--- src/rtl/csr_unit.sv ---
// csr_unit: machine-mode CSR file for the RV32I core.
// Holds mstatus/mie/mtvec/mscratch/mepc/mcause/mtval/mcountinhibit, the
// mcycle/minstret/mhpmcounter set, and resolves pending interrupts and the
// handler address for the trap controller.
module csr_unit #(
    parameter int          NUM_HPM   = 4,
    parameter int          CNT_WIDTH = 64,
    parameter bit          VECTORED  = 1'b1,
    parameter logic [31:0] HART_ID   = 32'h0
) (
    input  logic               ctrl_clk,
    input  logic               ctrl_reset_n,
    input  logic [11:0]        raddr,
    output logic [31:0]        rdata,
    output logic               ctrl_addr_valid,
    input  logic               wen,
    input  logic [11:0]        waddr,
    input  logic [31:0]        wdata,
    input  logic [31:0]        trap_pc,
    input  logic [4:0]         trap_info,
    input  logic [2:0]         ctrl_mxip,
    input  logic               ctrl_trap,
    input  logic               ctrl_mret,
    input  logic               ev_retire,
    input  logic [NUM_HPM-1:0] ev_hpm,
    output logic               ctrl_mie,
    output logic               irq_pending,
    output logic [3:0]         irq_cause,
    output logic [31:0]        trap_target,
    output logic [31:0]        mepc_out
);
    localparam int NCNT = 3 + NUM_HPM;
    // Counter slots are indexed by the low five address bits; slot 1 has no counter.
    localparam logic [31:0] CNT_IMPL = 32'((64'd1 << NCNT) - 64'd1) & ~32'h2;

    logic                 mstat_mie;
    logic                 mstat_mpie;
    logic [31:0]          mie_r;
    logic [31:0]          mtvec_r;
    logic [31:0]          mscratch_r;
    logic [31:0]          mepc_r;
    logic [31:0]          mcause_r;
    logic [31:0]          mtval_r;
    logic [31:0]          inhibit_r;
    logic [CNT_WIDTH-1:0] cnt_r [32];

    logic [31:0] mip_val;
    logic [31:0] irq_en;
    logic [31:0] ev_vec;
    logic [31:0] rd_cur;
    logic [31:0] wr_val;
    logic [63:0] rd_cnt;
    logic        wr_ok;
    logic        w_is_cnt;
    logic        w_writable;

    function automatic logic is_cnt_addr(input logic [11:0] a);
        return (a[11:8] == 4'hB) && (a[6:5] == 2'b00) && (a[4:0] != 5'd1);
    endfunction

    function automatic logic mcause_legal(input logic [31:0] v);
        if (v[31])
            return (v[30:0] <= 31'd11) && (v[3:0] != 4'd2) && (v[3:0] != 4'd6) && (v[3:0] != 4'd10);
        return (v[30:0] <= 31'd15) && (v[3:0] != 4'd10) && (v[3:0] != 4'd14);
    endfunction

    // A trap cycle swallows any concurrent CSR write, counters included.
    assign wr_ok    = wen & ~ctrl_trap;
    assign w_is_cnt = is_cnt_addr(waddr);
    assign mip_val  = {20'h0, ctrl_mxip[0], 3'b0, ctrl_mxip[2], 3'b0, ctrl_mxip[1], 3'b0};
    assign irq_en   = mip_val & mie_r;
    assign ev_vec   = 32'({ev_hpm, ev_retire, 1'b0, 1'b1});

    // Current value of the CSR selected by raddr.
    always_comb begin
        rd_cur          = '0;
        ctrl_addr_valid = 1'b1;
        rd_cnt          = 64'(cnt_r[raddr[4:0]]);
        if (is_cnt_addr(raddr)) begin
            rd_cur = raddr[7] ? rd_cnt[63:32] : rd_cnt[31:0];
        end else begin
            case (raddr)
                12'h300: rd_cur = {19'b0, 2'b11, 3'b0, mstat_mpie, 3'b0, mstat_mie, 3'b0};
                12'h301: rd_cur = 32'h4000_0100;
                12'h304: rd_cur = mie_r;
                12'h305: rd_cur = mtvec_r;
                12'h320: rd_cur = inhibit_r;
                12'h340: rd_cur = mscratch_r;
                12'h341: rd_cur = mepc_r;
                12'h342: rd_cur = mcause_r;
                12'h343: rd_cur = mtval_r;
                12'h344: rd_cur = mip_val;
                12'hF14: rd_cur = HART_ID;
                default: ctrl_addr_valid = 1'b0;
            endcase
        end
    end

    // Legalised value the write target will hold (for counters: the written half).
    always_comb begin
        wr_val     = '0;
        w_writable = 1'b0;
        if (w_is_cnt) begin
            w_writable = CNT_IMPL[waddr[4:0]];
            wr_val     = waddr[7] ? 32'(wdata[CNT_WIDTH-33:0]) : wdata;
        end else begin
            w_writable = 1'b1;
            case (waddr)
                12'h300: wr_val = {19'b0, 2'b11, 3'b0, wdata[7], 3'b0, wdata[3], 3'b0};
                12'h304: wr_val = wdata & 32'h0000_0888;
                12'h305: wr_val = (wdata[1:0] == 2'b00 || (wdata[1:0] == 2'b01 && VECTORED)) ? wdata : mtvec_r;
                12'h320: wr_val = wdata & CNT_IMPL;
                12'h340: wr_val = wdata;
                12'h341: wr_val = {wdata[31:2], 2'b00};
                12'h342: wr_val = mcause_legal(wdata) ? wdata : mcause_r;
                12'h343: wr_val = wdata;
                default: w_writable = 1'b0;
            endcase
        end
    end

    // Same-cycle write to the address being read is forwarded.
    assign rdata = (wr_ok && w_writable && waddr == raddr) ? wr_val : rd_cur;

    // Counters: a write to either half replaces it and suppresses that cycle's increment.
    always_ff @(posedge ctrl_clk or negedge ctrl_reset_n) begin
        if (!ctrl_reset_n) begin
            for (int i = 0; i < 32; i++) cnt_r[i] <= '0;
        end else begin
            for (int i = 0; i < 32; i++) begin
                if (wr_ok && w_is_cnt && waddr[4:0] == 5'(i) && CNT_IMPL[i]) begin
                    if (waddr[7]) cnt_r[i][CNT_WIDTH-1:32] <= wdata[CNT_WIDTH-33:0];
                    else          cnt_r[i][31:0]           <= wdata;
                end else if (ev_vec[i] && !inhibit_r[i] && CNT_IMPL[i]) begin
                    cnt_r[i] <= cnt_r[i] + CNT_WIDTH'(1);
                end
            end
        end
    end

    // Architectural CSRs: trap/mret take precedence over software writes.
    always_ff @(posedge ctrl_clk or negedge ctrl_reset_n) begin
        if (!ctrl_reset_n) begin
            mstat_mie  <= 1'b0;
            mstat_mpie <= 1'b0;
            mie_r      <= '0;
            mtvec_r    <= '0;
            mscratch_r <= '0;
            mepc_r     <= '0;
            mcause_r   <= '0;
            mtval_r    <= '0;
            inhibit_r  <= '0;
        end else if (ctrl_trap) begin
            if (ctrl_mret) begin
                mstat_mie  <= mstat_mpie;
                mstat_mpie <= 1'b1;
            end else begin
                mstat_mpie <= mstat_mie;
                mstat_mie  <= 1'b0;
                mepc_r     <= trap_pc;
                mcause_r   <= {trap_info[4], 27'b0, trap_info[3:0]};
            end
        end else if (wen) begin
            case (waddr)
                12'h300: begin
                    mstat_mie  <= wr_val[3];
                    mstat_mpie <= wr_val[7];
                end
                12'h304: mie_r      <= wr_val;
                12'h305: mtvec_r    <= wr_val;
                12'h320: inhibit_r  <= wr_val;
                12'h340: mscratch_r <= wr_val;
                12'h341: mepc_r     <= wr_val;
                12'h342: mcause_r   <= wr_val;
                12'h343: mtval_r    <= wr_val;
                default: ;
            endcase
        end
    end

    // Interrupt arbitration: MEI over MSI over MTI, only while globally enabled.
    always_comb begin
        irq_pending = mstat_mie & (|irq_en);
        irq_cause   = 4'd0;
        if (irq_pending) begin
            if      (irq_en[11]) irq_cause = 4'd11;
            else if (irq_en[3])  irq_cause = 4'd3;
            else                 irq_cause = 4'd7;
        end
    end

    assign ctrl_mie    = mstat_mie;
    assign mepc_out    = mepc_r;
    assign trap_target = {mtvec_r[31:2], 2'b00}
                       + ((mtvec_r[1:0] == 2'b01 && trap_info[4]) ? {26'h0, trap_info[3:0], 2'b00} : 32'h0);

endmodule
--- config.mk ---
export PLATFORM = sky130hd
export DESIGN_NAME = csr_unit
export DESIGN_NICKNAME = d
export VERILOG_FILES = /design/src/rtl/csr_unit.sv
export SDC_FILE = /design/constraint.sdc
export NUM_CORES = 2
export LEC_CHECK = 0
export CAP_MARGIN = 10
export CORE_ASPECT_RATIO = 2
export CORE_MARGIN = 8
export CORE_UTILIZATION = 28
export DETAILED_ROUTE_END_ITERATION = 12
export HOLD_SLACK_MARGIN = 0.06
export RECOVER_POWER = 25
export SYNTH_ARGS = -nofsm -noshare
export SYNTH_HDL_FRONTEND = slang
export SYNTH_SLANG_ARGS = --single-unit
--- constraint.sdc ---
create_clock -name ctrl_clk -period 3.69 [get_ports ctrl_clk]
set_input_delay 0.738 -clock ctrl_clk [delete_from_list [all_inputs] [get_ports ctrl_clk]]
set_output_delay 0.738 -clock ctrl_clk [all_outputs]
set_load 0.05 [all_outputs]
After elaboration in Yosys (flattened, before gate mapping). Memories as Yosys holds them, arrays and structs flattened. Cells that the tools add are included. W data, S select, Z words.

Flip-flop bits (word level): 610. Latch bits: 0. Bits in writable memories: 0. Bits in read-only memories: 32. Input port bits: 106. Output and inout port bits: 103. Logic and storage cells: 211. Memories: 1.

Add/sub/neg operators: 7. Multipliers: 0. Div/mod/pow operators: 0. Magnitude comparators: 4. Equal/unequal tests: 49. Shift-type cells: 0. Multiplexer cells: 57. Bitwise logic cells: 5. Reductions and logical operators: 67.

Memories: (name not given) (depth 32, bits a word 1, read ports 1, clocked after Yosys merged registers in 0, wr ports 0, RTL line 104) `w_writable = CNT_IMPL[waddr[4:0]];`.

Operators by type and width (count): $mux W64 (14); $mux W32 (16); $add A64 B1 Y64 const B (6); $bmux W64 S5 (1); $pmux W32 S10 (1); $pmux W32 S7 (1); $eq A12 B10 Y1 const B (18); $le A31 B4 Y1 const B (2); $add A32 B6 Y32 (1); $and A12 B32 Y32 (1); $reduce_or A32 Y1 (1); $ne A2 B2 Y1 const B (13); $reduce_and A2 Y1 (13); $logic_and A1 B1 Y1 (24); $reduce_and A3 Y1 (7); $mux W1 (20); $reduce_bool A2 Y1 (9); $eq A5 B3 Y1 const B (3); $eq A12 B12 Y1 (1); $eq A12 B12 Y1 const B (1); $reduce_or A11 Y1 (1); $eq A5 B2 Y1 const B (2); $ne A5 B1 Y1 const B (2); $eq A4 B4 Y1 const B (2); 19 further kinds (29).

Logic depth before layout (Yosys ltp).
Depth in word-level cells: 14. Depth in mapped cells: 12. Depth with buffers taken out: 12.

Worst setup path before layout. Ideal clock, no wire load.

Path kind: input port to output port. Start: in waddr[4]. End: out rdata[11]. Arrival time: 3756 ps. Required time: 2952 ps. Slack: -804 ps. Stages: 9. Path buffers: 2. Path through: buf_2 -> xor2_1 -> or4b_2 -> nor4_1 -> nand4_1 -> a31oi_1 -> buf_2 -> nand4b_1 -> a21boi_0.

Longest elaborated chain between the ends: 7. Elaborated cells between the ends (all ways): 22. Those cells by class: 10 x eq/ne; 6 x mux; 5 x reduce/logical; 1 x memory.

RTL lines: from (decl) (RTL line 17) `input logic [11:0] waddr,`; branches (longest 6 deep; another with $mem_v2 Z32 W1); $mux W32 (*) (RTL line 123) `assign rdata = (wr_ok && w_writable && waddr == raddr) ? wr_val : rd_cur;`; to (decl) (RTL line 14) `output logic [31:0] rdata,`.

Every way passes the cells marked *. The select of a mux whose other input is x is not followed.

Worst setup path in the final report.
Start: reg mtvec_r[1]. End: out trap_target[24].

Longest elaborated chain between the ends: 4.

RTL lines: from (decl) (RTL line 39) `logic [31:0] mtvec_r;`; from (signal assigned) (RTL line 170) `12'h305: mtvec_r <= wr_val;`; $eq A2 B1 Y1 (RTL line 195) `+ ((mtvec_r[1:0] == 2'b01 && trap_info[4]) ? {26'h0, trap_info[3:0], 2'b00} : 32'h0);`; $logic_and A1 B1 Y1 (RTL line 195); $mux W6 (RTL line 195); $add A32 B6 Y32 (RTL line 195); to (decl) (RTL line 29) `output logic [31:0] trap_target,`.

Every way passes these cells.

==> run metrics <==
critical path capture point type output port; largest net degree at the start of global routing 79; Die W 283 microns; clock sink count 610; power density cells roughly 320 mW/mm^2; Pre-antenna DRT Iters 9; Synth top area share 38.2%; Die Footprint 0.156 sq mm; Hold Crit Class flip-flop to flip-flop; most common cell after layout, fill and taps aside buf_4; slew margin rel. -119%; asr flop ratio synth 100%; Via Count slightly below 50000; Tightest Pin Transition 3280 ps; flop and latch count out of synthesis 610; Num CTS Buffers 60; RSZ-0062 raised after global routing true; CP arrival 3490 ps; dpl ws -816 ps; ranking of synthesized cells by area dfrtp_1 38%, a21oi_1 8.0%, nand2_1 5.6%, o21ai_0 5.2%, nor2_1 3.3%; Netlist cell types ~100; Final ANT Viol Nets 0; fmax about 240 MHz; Die Height around 550 microns; clk_lat worst skew 710 ps; Starting Density 28.1%; hpwl dp 212000 microns; Avg Cell Area, Syn about 8.0 sq um; routed len/inst 37.3 microns; GRT Total Usage 36.0%; CTS H-tree lvls 2; Placed Area ~0.05 sq mm; post-synthesis sequential area ratio 38.2%; Fillers about 14000; Reg clk slew, reported paths 70 ps; layout cells sized above 1 between 20 and 30%; Fin. Hold Viols 0; Post-CTS Hold Buffers 0; fin crit share 114%; final setup violation count 57; Gate Count Post-Synth around 5000; leakage 23.7 nW; # DRC 0; final slew viol count 75; initial antenna violation count 31; Placer Congestion roughly 1.1; Clock Path Buffers 3; Worst EP required 2950 ps; critical path peak fanout 4; vias per inst 6.37; io pins 209; Critical Path Source Type flip-flop; root buffer cell clkbuf_16; vias in the first global route between 40000 and 50000; Worst IR Drop VDD 392 uV; maximum capacitance violations 1; setup_tns -14300 ps; FF-to-FF setup slack 390 ps; Port Buffer Count ~210; synth warn 1664; core area 0.142 sq mm; area of the multi-input gates around 0.026 sq mm; crit path time final 4220 ps; Row Count 196; final WL ~290000 microns; Final Instance Area 0.0574 sq mm; layout net count 5929; CTS tree yes; first-pass GRT wire length 396000 microns; most frequent cells in the layout 740 x buf_4, 599 x dfrtp_1, 589 x a21oi_1; post-synthesis cell area between 0.03 and 0.04 sq mm; Layout area overhead 43.5%; outcome finished with violations; Core Util, Final 40.3%; Final Skew 21.3 ps; Synth Flop Type dfrtp_1; grt ovf 0; Crit Path Category flip-flop to output port; failing checks capacitance limit, slew limit, setup timing; largest area contributor in the netlist dfrtp_1; worst hold margin 478 ps; Post-synth EDFFs 0; violation count after the first detailed-routing iteration 5492; FF/Latch Area 0.0153 sq mm; Final WS setup -533 ps
==> routing by layer <==
metal,vias up,GRT usage [%],share of wire [%]
met2,3541,59.4,47
met5,-,0.0308,0.051
met1,23900,32.9,29
met3,1596,10.8,9.0
met4,20,42.6,15
li1,20400,-,-
==> worst max-delay path, cell delays in order (launching register included) <==
cell and delay, ps:
dfrtp_1 410, and3b_1 250, and2_1 140, ha_2 200
inv_2 50, fa_2 340, nor2b_2 150, o21ai_2 80
a21oi_2 140, nor3b_4 320, nand3_4 170, buf_4 220
xnor2_4 140, buf_12 150
==> sequential cells by signal, summed over array words and instances, names as in the netlist, 32 cells and up <==
name and cells:
mtval_r 32, mscratch_r 32, mcause_r 32, inhibit_r 32, cnt_r 384, mepc_out 32
mtvec_r 32, mie_r 32
==> per-stage QoR <==
step	power (W)	cells
after floorplan	0.00923	5006
after global placement	0.0114	7475
after detailed placement	0.0115	7475
after CTS	0.0182	7712
after global routing	0.0189	7744
final	0.0185	7773
==> what timing repair did <==
action                                  CTS  global route
hold endpoints to repair                  0             0
cloned                                   15             2
endpoints found under the setup margin   59            60
buffers inserted                        133            56
resized for setup                       562           235
pin swaps                               129           145
==> power by group <==
group	internal (W)	switching (W)	leakage (nW)	total, W
Clock	0.00348	0.00316	0.962	0.00664
Combinational	0.00133	0.00239	15.1	0.00372
Sequential	0.00712	0.00105	7.61	0.00817
==> cells by family (layout without fill, tap and decap cells) <==
kind of cell,after synthesis,count (layout),share of synthesized area [%]
xor gates and xnor gates,50,50,1.10
adders and majority gates,11,11,0.363
other,1,34,0.00938
buffers and inverters,488,1342,4.80
muxes,128,128,3.48
AOI/OAI and AO/OA,1772,1772,27.5
and+or+nand+nor,1945,1945,24.6
DFF,610,610,38.2
==> synthesized netlist by cell type (10+ instances only) <==
cell / n
a21oi_1: 638
dfrtp_1: 610
nand2_1: 591
o21ai_0: 413
nor2_1: 356
clkbuf_1: 346
nand3_1: 265
o22ai_1: 141
nand4_1: 125
nor3_1: 118
and3_1: 83
a22o_1: 82
mux2_2: 77
nor2b_1: 76
a22oi_1: 74
inv_1: 63
nor4_1: 55
a211oi_1: 51
mux2i_1: 50
and4_1: 48
buf_2: 47
a31oi_1: 41
a222oi_1: 40
a221oi_1: 34
nand3b_1: 34
o31ai_1: 32
or3_1: 29
o32ai_1: 28
xnor2_1: 27
and2_1: 26
o211ai_1: 23
xor2_1: 23
buf_1: 22
nand2b_1: 22
or4_1: 20
or2_2: 18
o21a_1: 16
a2bb2oi_1: 15
o22a_1: 15
a221o_1: 13
a21boi_0: 10
ha_1: 10
==> cell type report <==
cell class / instances / share of cell area, %
antenna: 32 / 0.140
timing repair buffer: 1167 / 20.5
inverter: 65 / 0.436
clock inverter: 27 / 0.423
clock buffer: 83 / 3.01
sequential: 610 / 26.6
multi-input combinational: 3908 / 44.7
tap: 1881 / 4.10
==> worst paths after layout <==
check / from / to / depth (start not counted)
min reg2reg: mtval_r[1] / mtval_r[1] / 2
min in group asynchronous: ctrl_reset_n / cnt_r[1708] / 1
max in group asynchronous: ctrl_reset_n / cnt_r[2017] / 2
min: mtval_r[1] / mtval_r[1] / 2
max reg2reg: cnt_r[2003] / cnt_r[2037] / 7
max: mtvec_r[1] / trap_target[24] / 13
Note: power is estimated with default switching activity, not from simulation.
